$ cat config.mk
export PLATFORM = sky130hd
export DESIGN_NAME = write_iq
export DESIGN_NICKNAME = d
export VERILOG_FILES = /design/src/rtl/write_iq.sv
export SDC_FILE = /design/constraint.sdc
export NUM_CORES = 1
export LEC_CHECK = 0
export ABC_AREA = 1
export CORE_MARGIN = 10
export CORE_UTILIZATION = 47
export CTS_CLUSTER_DIAMETER = 30
export DETAILED_ROUTE_END_ITERATION = 10
export GPL_TIMING_DRIVEN = 0
export HOLD_SLACK_MARGIN = 0.06
export PLACE_DENSITY = 0.81
export SLEW_MARGIN = 20
export SYNTH_ARGS = -nofsm -noshare
export SYNTH_HDL_FRONTEND = slang
export SYNTH_SLANG_ARGS = --single-unit
$ cat constraint.sdc
create_clock -name clock -period 2.4 [get_ports clock]
set_clock_uncertainty 0.15 [all_clocks]
set_input_delay 0.24 -clock clock [delete_from_list [all_inputs] [get_ports clock]]
set_output_delay 0.24 -clock clock [all_outputs]
set_load 0.02 [all_outputs]
$ cat src/rtl/write_iq.sv
// write_iq: transmit-side IQ byte writer.
// Pops paired fixed-point I/Q words from two FWFT FIFOs, dequantizes each to a
// signed CHAR_SIZE value and writes it as I_low, I_high, Q_low, Q_high bytes.
// Optional build macro WRITE_IQ_SATURATE_EN: clamp instead of wrap on narrowing.
module write_iq #(
   parameter int DATA_SIZE = 32,
   parameter int BYTE_SIZE = 8,
   parameter int CHAR_SIZE = 16,
   parameter int BITS      = 10
) (
   input  logic                 clock,
   input  logic                 reset,
   input  logic [DATA_SIZE-1:0] i_in,
   input  logic [DATA_SIZE-1:0] q_in,
   input  logic                 i_empty,
   input  logic                 q_empty,
   output logic                 in_rd_en,
   input  logic                 out_full,
   output logic                 out_wr_en,
   output logic [BYTE_SIZE-1:0] data_out,
   output logic [31:0]          pair_count
);

   typedef enum logic [2:0] {
      LOAD,
      WR_I_LOW,
      WR_I_HIGH,
      WR_Q_LOW,
      WR_Q_HIGH
   } state_t;

`ifdef WRITE_IQ_SATURATE_EN
   localparam logic signed [DATA_SIZE-1:0] SAT_MAX =
      {{(DATA_SIZE-CHAR_SIZE+1){1'b0}}, {(CHAR_SIZE-1){1'b1}}};
   localparam logic signed [DATA_SIZE-1:0] SAT_MIN =
      {{(DATA_SIZE-CHAR_SIZE+1){1'b1}}, {(CHAR_SIZE-1){1'b0}}};
`endif

   state_t               state, state_c;
   logic [CHAR_SIZE-1:0] i_sample, q_sample;
   logic [CHAR_SIZE-1:0] i_sample_c, q_sample_c;
   logic [31:0]          pair_count_c;
   logic                 both_ready;

   // Arithmetic shift floors toward negative infinity; narrowing wraps or clamps.
   function automatic logic [CHAR_SIZE-1:0] deq(input logic [DATA_SIZE-1:0] x);
      logic signed [DATA_SIZE-1:0] y;
      y = $signed(x) >>> BITS;
`ifdef WRITE_IQ_SATURATE_EN
      if (y > SAT_MAX)
         return CHAR_SIZE'(SAT_MAX);
      else if (y < SAT_MIN)
         return CHAR_SIZE'(SAT_MIN);
      else
         return CHAR_SIZE'(y);
`else
      return CHAR_SIZE'(y);
`endif
   endfunction

   assign both_ready = !i_empty && !q_empty;

   // Next-state, sample capture and output strobes; nothing is issued while reset is high.
   always_comb begin
      state_c      = state;
      i_sample_c   = i_sample;
      q_sample_c   = q_sample;
      pair_count_c = pair_count;
      in_rd_en     = 1'b0;
      out_wr_en    = 1'b0;
      data_out     = '0;
      if (!reset) begin
         case (state)
            LOAD: begin
               if (both_ready) begin
                  in_rd_en   = 1'b1;
                  i_sample_c = deq(i_in);
                  q_sample_c = deq(q_in);
                  state_c    = WR_I_LOW;
               end
            end
            WR_I_LOW: begin
               if (!out_full) begin
                  out_wr_en = 1'b1;
                  data_out  = i_sample[BYTE_SIZE-1:0];
                  state_c   = WR_I_HIGH;
               end
            end
            WR_I_HIGH: begin
               if (!out_full) begin
                  out_wr_en = 1'b1;
                  data_out  = i_sample[CHAR_SIZE-1:BYTE_SIZE];
                  state_c   = WR_Q_LOW;
               end
            end
            WR_Q_LOW: begin
               if (!out_full) begin
                  out_wr_en = 1'b1;
                  data_out  = q_sample[BYTE_SIZE-1:0];
                  state_c   = WR_Q_HIGH;
               end
            end
            WR_Q_HIGH: begin
               if (!out_full) begin
                  out_wr_en    = 1'b1;
                  data_out     = q_sample[CHAR_SIZE-1:BYTE_SIZE];
                  pair_count_c = pair_count + 32'd1;
                  // Overlapped load: the last byte's cycle also pops the next
                  // pair, so a full FIFO pair streams with no idle cycle.
                  if (both_ready) begin
                     in_rd_en   = 1'b1;
                     i_sample_c = deq(i_in);
                     q_sample_c = deq(q_in);
                     state_c    = WR_I_LOW;
                  end else begin
                     state_c = LOAD;
                  end
               end
            end
            default: state_c = LOAD;
         endcase
      end
   end

   // State, sample and pair-counter registers.
   always_ff @(posedge clock or posedge reset) begin
      if (reset) begin
         state      <= LOAD;
         i_sample   <= '0;
         q_sample   <= '0;
         pair_count <= '0;
      end else begin
         state      <= state_c;
         i_sample   <= i_sample_c;
         q_sample   <= q_sample_c;
         pair_count <= pair_count_c;
      end
   end

endmodule
* Word level (Yosys, flattened, before mapping) *
Cells that the tools add are included.

storage, ports and cells
  register bits after elaboration = 67
  bits of input ports = 69
  output and inout port bits = 42
  word-level logic and storage cells = 51

cells by class
  $add $sub $neg = 1
  eq/ne operators = 9
  mux-type cells = 26
  bitwise operators = 2
  reduce and logical (&&, ||, !) cells = 9

operator list
  operator                                        number
  two-way mux 16 bit                              4
  case mux 16 bit (2 select lines)                2
  two-way mux 8 bit                               5
  adder 32 x 1 -> 32 bit (second input constant)  1
  case mux 8 bit (4 select lines)                 1
  two-way mux 3 bit                               5
  case mux 3 bit (5 select lines)                 1
  != test 2 bit (second input constant)           5
  two-way mux 1 bit                               7
  == test 3 x 2 -> 1 bit (second input constant)  2
  AND reduction 3 bit                             2
  AND reduction 6 bit                             1
  OR reduction 4 bit                              1
  == test 3 x 1 -> 1 bit (second input constant)  1
  == test 3 bit (second input constant)           1
  zero test 3 bit                                 1
  zero test 1 bit                                 2
  inverter 1 bit                                  2
  case mux 1 bit (2 select lines)                 1
  nonzero test 2 bit                              1
  logical AND 1 bit                               1

* Longest topological paths before layout *
  word-level depth = 6
  depth in mapped cells = 9
  mapped depth without buffers = 9

* Least setup slack after synthesis *
Ideal clock, no wire load.

  path type = in2reg
  start = input reset
  end = register state[0]
  library setup time = 0.117 ns
  data arrival time = 2.253 ns
  required time = 2.133 ns
  path slack = -0.120 ns
  cell stages on the path = 6
  buffers on the path = 0
  cell sequence = inv_1 -> o21ai_0 -> inv_1 -> nand2_1 -> nand2_1 -> nand2_1

on the way
  cells in the longest elaborated chain, start to end = 2

RTL lines
  item                           RTL line  RTL
  from (decl)                    12        input logic reset,
  inverter 1 bit (no line)       n/a
  AND reduction 6 bit (no line)  n/a
  to (signal assigned)           133       state <= state_c;
  to (decl)                      39        state_t state, state_c;

No other way between the ends.
A chain may end at the register's enable or synchronous reset.

* Worst setup path in the final report *
  start = register state[2]
  end = output data_out[1]

on the way
  cells in the longest elaborated chain, start to end = 3
  elaborated cells between the ends (all ways) = 6
  those cells by class = eq/ne (4); mux (2)

RTL lines
  item                                   RTL line  RTL
  == test 3 bit (tied with other cells)  73        case (state)
  case mux 8 bit (4 select lines) (*)    73
  two-way mux 8 bit (*)                  72        if (!reset) begin
  to (decl)                              20        output logic [BYTE_SIZE-1:0] data_out,

Mark *: on every way between the ends. The rest lies on a longest branch, timed or not.

==> results.md <==
- Status: finished, final reports clean
- # rows: 31
- Mean Syn Cell Area: 7.65 µm²
- Worst path max stage delay: 0.36 ns
- CTS Buffer Depth: 2
- Max-slew violation total from the final report: 0
- Critical-path top delay cell: dfrtp_1
- Initial core utilization: 48.1%
- Tmin final: 2.31 ns
- DP HPWL: 7270 µm
- Post-Syn Instances: 454
- Inserted Diodes: 0
- Share of layout cells above drive strength 1: 9.22%
- CTS hold repair buffers: 0
- CP arrival: 1.92 ns
- Worst slew pin tran: 0.472 ns
- Power Total: 3.61 mW
- CP Class: flop to output port
- Worst setup margin: 0.0858 ns
- Die Y: 106 µm
- Grt ovf: 0
- FMAX: 0.432 GHz
- Total number of vias: 3317
- Crit path buf inv count: 3
- Avg Vias per Cell: 5.09
- Sequential Area: 1680 µm²
- Post-synth top area cell: dfrtp_1
- Area taken by multi-input logic gates: 1480 µm²
- Root Buffer: clkbuf_8
- Largest net degree at the start of global routing: 27
- Clk sink count: 67
- Synth Warn #: 0
- Post-route ant nets: 0
- Core area: 7210 µm²
- Synth top area share: 48.3%
- Post-Syn Nets: 524
- Delay-heaviest family, CP: simple AND/OR/NAND/NOR gates
- Power density of the placed cells: 768 nW/µm²
- Final hold viol count: 0
- IO Pins: 111
- Worst setup EP type: output port
- Number of remaining DRC errors: 0
- # setup viols final: 0
- Synth unique cells: 21
- LEAKAGE: 2.14 nW
- Largest cells by area after synthesis: dfrtp_1 (48%), nand2_1 (13%), inv_1 (8.4%), nor2_1 (6.2%), o21ai_0 (4.8%)
- Kind of start point of the critical path: flop
- Placer congestion estimate: 0.947
- Register area share after synthesis: 48.3%
- Max-slew headroom: 68.4%
- Chip Width: 106 µm
- CP required: 2.01 ns
- Synthesis-stage register bit count: 67
- Hold Path Class: primary input to asynchronous set/reset pin
- Vias in the first global route: 3328
- Global-route wire length before repair: 15600 µm
- Antenna violations before repair: 0
- CP Cell Sequence: buf_2 > inv_1 > nand3_4 > nand4_1 > nand2_4 > nor2_1 > clkdlybuf4s15_2
- CTS tree: built
- Synth Cell Area: 3470 µm²
- Latest clock arrival within the worst-skew pair: 0.36 ns
- Commonest non-fill, non-tap cell in the layout: nand2_1
- Die area: 11200 µm²
- Routed WL: 9440 µm
- Most frequent cells in the layout: nand2_1 (113), inv_1 (77), clkdlybuf4s50_1 (68), dfrtp_1 (65), nor2_1 (57)
- Layout net count: 618
- Total track usage: 17.0%
- Max-Cap Viols: 0
- Max VDD drop: 0.485 mV
- Iteration-0 DRC Markers: 123
- H-Tree Depth: 3
- Area delta synth->final: 35.4%
- Fin util: 65.1%
- Initial DRT Pass Iterations: 4
- Clock transition at the registers of the reported paths: 0.08 ns
- Period utilization: 96.4%
- Inserted Clock Buffers: 9
- Routed len/inst: 14.5 µm
- IO Port Bufs: 78
- Dpl ws: -0.192 ns
- Fillers: 629
- Crit-path max FO: 10
## through the flow
stage	hold WS, ns	TNS, ns	cells	cell area [µm²]
6_report	0.227	0	652	4700
5_1_grt	0.257	-0.0485	652	4700
4_1_cts	0.226	-0.0503	649	4660
3_5_place_dp	0.345	-1.49	633	4430
3_3_place_gp	0.323	-3.38	631	4380
2_1_floorplan	0.211	0	454	3480
## cells by family after synthesis
family	share of synthesized area (%)
compound gates	8.29
xor+xnor	5.05
fa+ha+maj	0.360
buf+inv	9.95
flops	48.3
simple gates	28.1
## state kept, by name, summed over array words and instances, names as in the netlist
register,cells
pair_count,32
i_sample,16
q_sample,16
state,3
## area by class of cell
class | count | share of cell area, %
sequential | 67 | 35.7
timing repair buffer | 84 | 18.3
inverter | 78 | 6.31
buffer | 8 | 1.01
clock buffer | 10 | 2.93
tap | 99 | 2.64
clock inverter | 6 | 1.54
multi-input combinational | 300 | 31.5
## power by group
group          switching, mW  leakage, nW  internal, mW
sequential             0.133        0.864          1.43
combinational          0.629         1.17         0.427
clock                  0.475        0.103         0.518
## worst paths after layout
| check | start | endpoint | slack (ns) | cells after the start |
|---|---|---|---|---|
| worst max-delay path | state[2]$_DFFE_PP0P_ | data_out[1] | 0.09 | 7 |
| worst min-delay path | reset | pair_count[22]$_DFFE_PP0P_ | 0.23 | 2 |
| max in group asynchronous | reset | pair_count[25]$_DFFE_PP0P_ | 1.22 | 4 |
| min in group clock | i_in[14] | i_sample[4]$_DFFE_PP0P_ | 0.28 | 3 |
| worst max register to register | state[1]$_DFFE_PP0P_ | q_sample[3]$_DFFE_PP0P_ | 0.55 | 6 |
| worst min register to register | pair_count[31]$_DFFE_PP0P_ | pair_count[31]$_DFFE_PP0P_ | 0.37 | 2 |
## metal layers
layer	GRT usage (%)	wire, µm
met5	0	0
met4	8.22	189
met3	6.34	820
met2	26.9	4480
met1	19.9	3950
## timing repair
item / in CTS / in global routing
endpoints found under the setup margin: 10 / 10
gates cloned: 0 / 0
buffers inserted: 0 / 4
gates resized for setup: 33 / 6
pin swaps: 0 / 2
endpoints found under the hold margin: 0 / 0
## synthesized netlist by cell type (all sizes together)
library cell  instances
nand2               117
o22ai                16
inv                  78
ha                    1
nand4                15
buf                   7
nand3                30
clkbuf                2
nor2                 61
o21ai                35
a211oi                1
nor3                  2
dfrtp                67
xnor2                15
xor2                  5
nand3b                2
No activity file was read; power rests on OpenSTA's default activity.
